--- src/rtl/interval_timer.sv ---
// Per-phase countdown timer feeding the workout FSM's time_done input.
// Reloads work/rest duration on each phase entry and presents remaining time as binary and mm:ss BCD.
//
//   state      | meaning
//   ST_STOP    | idle, outputs cleared, waiting for a workout/rest phase
//   ST_RUN     | counting down one second per tick
//   ST_EXPIRED | reached 0, time_done pulsed, waiting for next phase or stop
module interval_timer #(
    parameter int TICK_DIV = 1,
    parameter int WARN_SEC = 3
) (
    input  logic       clk,
    input  logic       reset_n,
    input  logic       start_timer,
    input  logic [1:0] state_in,
    input  logic       pause,
    input  logic [7:0] work_sec,
    input  logic [7:0] rest_sec,
    output logic       time_done,
    output logic [7:0] remaining,
    output logic [2:0] min_digit,
    output logic [2:0] sec_tens,
    output logic [3:0] sec_ones,
    output logic       warn
);

    localparam int PW = (TICK_DIV > 1) ? $clog2(TICK_DIV) : 1;

    typedef enum logic [1:0] {ST_STOP, ST_RUN, ST_EXPIRED} state_e;

    state_e        state_q;
    logic [1:0]    phase_q;
    logic [7:0]    rem_q;
    logic [2:0]    min_q;
    logic [2:0]    tens_q;
    logic [3:0]    ones_q;
    logic          done_q;
    logic [PW-1:0] presc_q;

    logic       stop_c;
    logic       load_c;
    logic       tick_c;
    logic [7:0] load_raw;
    logic [7:0] load_val;
    logic [2:0] ld_min;
    logic [2:0] ld_tens;
    logic [3:0] ld_ones;
    logic [2:0] dec_min;
    logic [2:0] dec_tens;
    logic [3:0] dec_ones;

    assign stop_c   = !start_timer || (state_in == 2'b00) || (state_in == 2'b11);
    assign load_c   = !stop_c && (state_in != phase_q);
    assign load_raw = (state_in == 2'b01) ? work_sec : rest_sec;
    assign load_val = (load_raw == 8'd0) ? 8'd1 : load_raw;
    assign tick_c   = (TICK_DIV == 1) ? 1'b1 : (presc_q == PW'(TICK_DIV - 1));

    assign ld_min  = 3'(load_val / 8'd60);
    assign ld_tens = 3'((load_val % 8'd60) / 8'd10);
    assign ld_ones = 4'((load_val % 8'd60) % 8'd10);

    // BCD borrow chain kept in lockstep with the binary count
    assign dec_ones = (ones_q == 4'd0) ? 4'd9 : ones_q - 4'd1;
    assign dec_tens = (ones_q != 4'd0) ? tens_q :
                      ((tens_q == 3'd0) ? 3'd5 : tens_q - 3'd1);
    assign dec_min  = ((ones_q == 4'd0) && (tens_q == 3'd0)) ? min_q - 3'd1 : min_q;

    always_ff @(posedge clk or negedge reset_n) begin
        if (!reset_n) begin
            state_q <= ST_STOP;
            phase_q <= 2'b00;
            rem_q   <= 8'd0;
            min_q   <= 3'd0;
            tens_q  <= 3'd0;
            ones_q  <= 4'd0;
            done_q  <= 1'b0;
            presc_q <= '0;
        end else begin
            done_q <= 1'b0;
            if (stop_c) begin
                state_q <= ST_STOP;
                phase_q <= 2'b00;
                rem_q   <= 8'd0;
                min_q   <= 3'd0;
                tens_q  <= 3'd0;
                ones_q  <= 4'd0;
                presc_q <= '0;
            end else if (load_c) begin
                state_q <= ST_RUN;
                phase_q <= state_in;
                rem_q   <= load_val;
                min_q   <= ld_min;
                tens_q  <= ld_tens;
                ones_q  <= ld_ones;
                presc_q <= '0;
            end else if ((state_q == ST_RUN) && !pause) begin
                if (tick_c) begin
                    presc_q <= '0;
                    rem_q   <= rem_q - 8'd1;
                    min_q   <= dec_min;
                    tens_q  <= dec_tens;
                    ones_q  <= dec_ones;
                    if (rem_q == 8'd1) begin
                        done_q  <= 1'b1;
                        state_q <= ST_EXPIRED;
                    end
                end else begin
                    presc_q <= presc_q + PW'(1);
                end
            end
        end
    end

    assign time_done = done_q;
    assign remaining = rem_q;
    assign min_digit = min_q;
    assign sec_tens  = tens_q;
    assign sec_ones  = ones_q;
    assign warn      = (state_q == ST_RUN) && (rem_q != 8'd0) && (rem_q <= 8'(WARN_SEC));

endmodule

--- config.mk ---
export PLATFORM = sky130hd
export DESIGN_NAME = interval_timer
export DESIGN_NICKNAME = d
export VERILOG_FILES = /design/src/rtl/interval_timer.sv
export SDC_FILE = /design/constraint.sdc
export NUM_CORES = 1
export LEC_CHECK = 0
export CAP_MARGIN = 20
export CORE_MARGIN = 5
export CORE_UTILIZATION = 30
export DETAILED_ROUTE_END_ITERATION = 7
export PLACE_DENSITY_LB_ADDON = 0.25
export SLEW_MARGIN = 20
export SYNTH_ARGS = -nofsm -noshare
export SYNTH_HDL_FRONTEND = slang
export SYNTH_SLANG_ARGS = --single-unit
export TNS_END_PERCENT = 5
--- constraint.sdc ---
create_clock -name clk -period 2.19 [get_ports clk]
set_input_delay 0.219 -clock clk [delete_from_list [all_inputs] [get_ports clk]]
set_output_delay 0.219 -clock clk [all_outputs]
set_load 0.02 [all_outputs]
Yosys cells after proc, flatten, opt, wreduce, memory -nomap -nowiden
Index checks and enable logic that the tools add are counted.
{"block": "op_classes", "muxes": 28, "n_lt_le_gt_ge": 1, "n_div": 4, "n_addsub": 4, "reduce_logical": 23, "n_eq_ne": 6}
{"cell": "2-to-1 mux 8 bit", "count": 5}
{"cell": "2-to-1 mux 3 bit", "count": 9}
{"cell": "2-to-1 mux 4 bit", "count": 4}
{"cell": "2-to-1 mux 2 bit", "count": 6}
{"cell": "nonzero test 3 bit", "count": 3}
{"cell": "divider 8 x 4 -> 8 bit, second input constant", "count": 1}
{"cell": "divider 8 x 6 -> 8 bit, second input constant", "count": 1}
{"cell": "equality test 8 x 1 -> 1 bit, second input constant", "count": 1}
{"cell": "<= comparator 8 x 2 -> 1 bit, second input constant", "count": 1}
{"cell": "logical NOT 8 bit", "count": 1}
{"cell": "remainder unit 8 x 4 -> 8 bit, second input constant", "count": 1}
{"cell": "remainder unit 8 x 6 -> 8 bit, second input constant", "count": 1}
{"cell": "nonzero test 8 bit", "count": 1}
{"cell": "subtractor 8 x 1 -> 8 bit, second input constant", "count": 1}
{"cell": "AND reduction 2 bit", "count": 3}
{"cell": "subtractor 3 x 1 -> 3 bit, second input constant", "count": 2}
{"cell": "logical AND 1 bit", "count": 5}
{"cell": "equality test 2 x 1 -> 1 bit, second input constant", "count": 2}
{"cell": "logical NOT 4 bit", "count": 1}
{"cell": "2-to-1 mux 1 bit", "count": 4}
{"cell": "nonzero test 4 bit", "count": 1}
{"cell": "subtractor 4 x 1 -> 4 bit, second input constant", "count": 1}
{"cell": "logical NOT 1 bit", "count": 3}
{"cell": "logical NOT 3 bit", "count": 1}
{"cell": "6 further kinds", "count": 7}
{"block": "totals", "register_bits": 23, "output_inout_bits": 20, "in_bits": 22}

Logic depth before layout (Yosys ltp)
{"block": "logic_depth", "ltp_word": 8, "ltp_mapped": 29, "ltp_nobuf": 26}

Worst setup path before layout
OpenSTA, ideal clock, no wires.
{"block": "synth_path", "path_type": "input to register", "from": "input state_in[0]", "to": "register ones_q[2], in the netlist sec_ones[2]", "cell_stages": 24, "arrival_time_ps": 5046, "setup_slack_ps": -2929, "n_path_buf": 3, "required_ps": 2117, "cell_sequence": "buf_4 -> nor2b_4 -> buf_6 -> mux2_2 -> ha_1 -> buf_2 -> inv_1 -> nor3_1 -> or2_4 -> inv_1 -> ha_1 -> inv_1 -> o31a_1 -> o22ai_2 -> nor4b_4 -> a21oi_2 -> a2111oi_2 -> a211o_2 -> inv_2 -> mux2_1 -> a221oi_2 -> ha_1 -> a311o_1 -> a21oi_2"}
{"block": "synth_between", "elab_chain_cells": 8, "word_cells_on_any_way": 16, "cone_classes": "div (2); eq/ne (3); mux (4); reduce/logical (7)"}
{"item": "start, declared", "line_no": "15", "text": "input logic [1:0] state_in,"}
{"item": "equality test 2 x 1 -> 1 bit", "line_no": "54", "text": "assign load_raw = (state_in == 2'b01) ? work_sec : rest_sec;"}
{"item": "2-to-1 mux 8 bit", "line_no": "54"}
{"item": "logical NOT 8 bit", "line_no": "55", "text": "assign load_val = (load_raw == 8'd0) ? 8'd1 : load_raw;"}
{"item": "2-to-1 mux 8 bit", "line_no": "55"}
{"item": "remainder unit 8 x 6 -> 8 bit", "line_no": "60", "text": "assign ld_ones = 4'((load_val % 8'd60) % 8'd10);"}
{"item": "remainder unit 8 x 4 -> 8 bit", "line_no": "60"}
{"item": "2-to-1 mux 4 bit", "line_no": "88", "text": "end else if (load_c) begin"}
{"item": "2-to-1 mux 4 bit", "line_no": "80", "text": "if (stop_c) begin"}
{"item": "end signal, assigned", "line_no": "94", "text": "ones_q <= ld_ones;"}
{"item": "end signal, assigned", "line_no": "102", "text": "ones_q <= dec_ones;"}
{"item": "end, declared", "line_no": "36", "text": "logic [3:0] ones_q;"}
Several ways; a longest one is shown, not always the timed one.
A chain may end at the register's enable or synchronous reset.

Worst setup path after layout
{"block": "layout_path", "from": "input state_in[1]", "to": "register ones_q[2], in the netlist sec_ones[2]"}
The elaborated chain is that of the path after synthesis.

==> impl_results.md <==
- Fin. Hold Viols: 0
- ANT cells: 0
- Fin crit share: 192%
- Routed len/inst: 14.5 um
- Syn Inst Count: 343
- Crit path kind: primary input to flip-flop
- CP dominant cell by count: inv_2
- Crit path required time: 2.39 ns
- Cell area after synthesis: 2770 um2
- Initial antenna violation count: 0
- Syn Nets: 375
- Drt first pass iters: 4
- Routed WL: 8890 um
- CP max stage cell: a211o_2
- Number of DRC markers in iteration 0: 150
- Min Tclk post-route: 4.20 ns
- Fin area: 4410 um2
- Crit path DAT: 4.40 ns
- Leakage: 0.00192 uW
- Fraction of layout cells with a size suffix above 1: 39.4%
- Relative slew slack: 62.5%
- Share of the synthesized area in the top cell type: 20.8%
- Worst-Margin Slew: 0.548 ns
- Num rows: 35
- Worst min-delay path class: primary input to async pin
- Num CTS Buffers: 3
- Hold Buf Count CTS: 0
- CP max stage delay: 0.35 ns
- Placement Cell Area: 4110 um2
- Syn. warnings: 0
- Top achievable clock speed: 238 MHz
- Htree depth: 1
- Core footprint: 9110 um2
- Antenna Violating Nets Remaining: 0
- Clk buf depth: 2
- Max Cap Viol: 0
- WHS: 0.303 ns
- Filler instances: 894
- Total global-route track usage: 15.6%
- Area Overhead vs Synth: 59.2%
- Die Ht: 106 um
- Power Density: 534 nW/um2
- Main area contributors after synthesis: dfrtp_1 21%, nor2_1 5.3%, ha_1 4.5%, nand2_1 4.5%, a211oi_1 3.8%
- Port Buf Inserts: 41
- Reg clk slew, reported paths: 0.09 ns
- # setup viols final: 8
- Worst-path cell chain: buf_6, buf_6, nor2b_4, mux2_4, ha_4, inv_2, nor3_2, or2_4, inv_4, ha_4, inv_2, o31a_1, buf_4, o22ai_2, nor4b_4, a21o_1, nor3_2, a211o_2, inv_2, mux2_4, a221oi_4, ha_1, a311o_1, a21oi_2
- Largest net degree at the start of global routing: 24
- Crit end category: flip-flop
- Maximum vdd drop: 0.000263 V
- Syn avg cell area: 8.08 um2
- Routability Congestion: 0.860
- CTS tree: built
- RSZ-0062 raised after global routing: yes
- Grt ovf: 0
- Netlist cell types: 82
- Via density: 5.21
- FF+latch count, synth: 23
- Final Skew: 0.00320 ns
- I/O Pins: 42
- Hpwl dp: 7130 um
- DIE AREA: 11300 um2
- Setup ws final: -2.01 ns
- Seq/Total Area, Yosys: 20.8%
- Die width: 106 um
- Post-route DRC: 0
- Skew-Pair Late Insertion Delay: 0.26 ns
- Failing checks: setup timing
- Vias in the first global route: 3214
- Clock tree root driver cell: clkbuf_8
- Clock sink count: 23
- Setup TNS: -11.66 ns
- Slew Viols, Final: 0
- Yosys top cell by area: dfrtp_1
- Initial Util: 30.4%
- First-pass GRT wire length: 15000 um
- Fin nets: 535
- Async SR Flop Fraction: 100%
- EDFF count, synth: 0
- Outcome: finished, violations left
- CP Launch Type: primary input
- Top_reg_cell synth: dfrtp_1
- Vias: 3195
- Max FO, Critical Path: 4
[state kept, by name, indices dropped and copies added (netlist names)]
name       flops
sec_ones       4
phase_q        2
state_q        2
sec_tens       3
time_done      1
remaining      8
min_digit      3
[final timing paths]
path                                   start      endpoint  slack, ns  cells after the start
min in group clk                 state_in[0]    phase_q[0]       0.41                      3
worst max register to register  remaining[4]  remaining[7]       0.31                      6
worst max-delay path             state_in[1]   sec_ones[2]      -2.01                     24
worst min-delay path                 reset_n     time_done       0.30                      2
worst min register to register    state_q[0]    state_q[0]       0.57                      2
max in group asynchronous            reset_n  min_digit[2]       1.65                      2
[layout by cell type, fill, tap and decap left out, drive strengths merged, types with 8 or more instances in the layout]
master         instances
dfrtp                 23
nand2                 35
inv                   17
ha                    10
nor3                  11
mux2i                  8
dlygate4sd2            8
nor2                  41
clkdlybuf4s50         30
a211oi                14
buf                  133
xor2                  10
a21oi                 22
nor4                   8
a31oi                 10
xnor2                  9
o21ai                 15
nand3                 15
[critical path, delay by kind of cell]
family	cells	cell delay, ns
multiplexers	2	0.64
AND/OR/NAND/NOR	5	0.71
adder cells (fa/ha/maj)	3	0.56
AO/OA/AOI/OAI	7	1.67
buffers and inverters	7	0.59
[power breakdown]
| part | total (uW) | internal [uW] | switching (uW) |
|---|---|---|---|
| Clock | 267 | 127 | 140 |
| Combinational | 1590 | 799 | 790 |
| Sequential | 500 | 463 | 37.2 |
| Total | 2360 | 1390 | 967 |
[Yosys cell counts, types with 9 or more instances]
library cell and n:
nand3_1 15, xor2_1 9, ha_1 10, a211oi_1 14, xnor2_1 9, a31oi_1 9, nor2_1 39, nor3_1 11
nand2_1 33, dfrtp_1 23, o21ai_0 12, inv_1 15, a21oi_1 18
[layout make-up]
cell class              instances  area [um2]  share of cell area (%)
clock buffers                   3        41.3                   0.936
flip-flops and latches         23         576                    13.0
inverters                      17        66.3                    1.50
well taps                     111         139                    3.15
repair buffers                171        1390                    31.4
clock inverters                 1        5.00                   0.113
multi-input cells             287        2200                    49.8
[per-stage QoR]
step           total power (uW)  setup slack (ns)  cells  utilization, %
2_1_floorplan              1350             -2.56    343               -
3_3_place_gp               1980             -2.68    589            45.2
3_5_place_dp               1990             -2.81    589            45.2
4_1_cts                    2310             -2.13    612            47.6
5_1_grt                    2540             -2.21    613            48.4
6_report                   2360             -2.01    613            48.4
[per-layer routing]
| metal | GRT usage, % | vias to the layer above | part of all wire (%) | routed length, um |
|---|---|---|---|---|
| met3 | 1.34 | 6 | 2.8 | 253 |
| met4 | 2.22 | 0 | 0.47 | 42 |
| li1 | - | 1605 | - | - |
| met1 | 20.1 | 1536 | 45 | 3980 |
| met5 | 0 | - | 0 | 0 |
| met2 | 28.8 | 48 | 52 | 4610 |
[timing repair]
action / in CTS / in global routing
setup buffers: 19 / 1
pin swaps: 20 / 13
setup endpoints to repair: 9 / 9
gates resized for setup: 33 / 12
[cell families after synthesis]
logic type / share of synthesized area [%]
buf+inv: 5.87
simple gates: 27.4
mux: 5.60
flops: 20.8
fa+ha+maj: 4.51
compound gates: 29.1
xor+xnor: 6.68
Power figures use the tool's default switching activity.
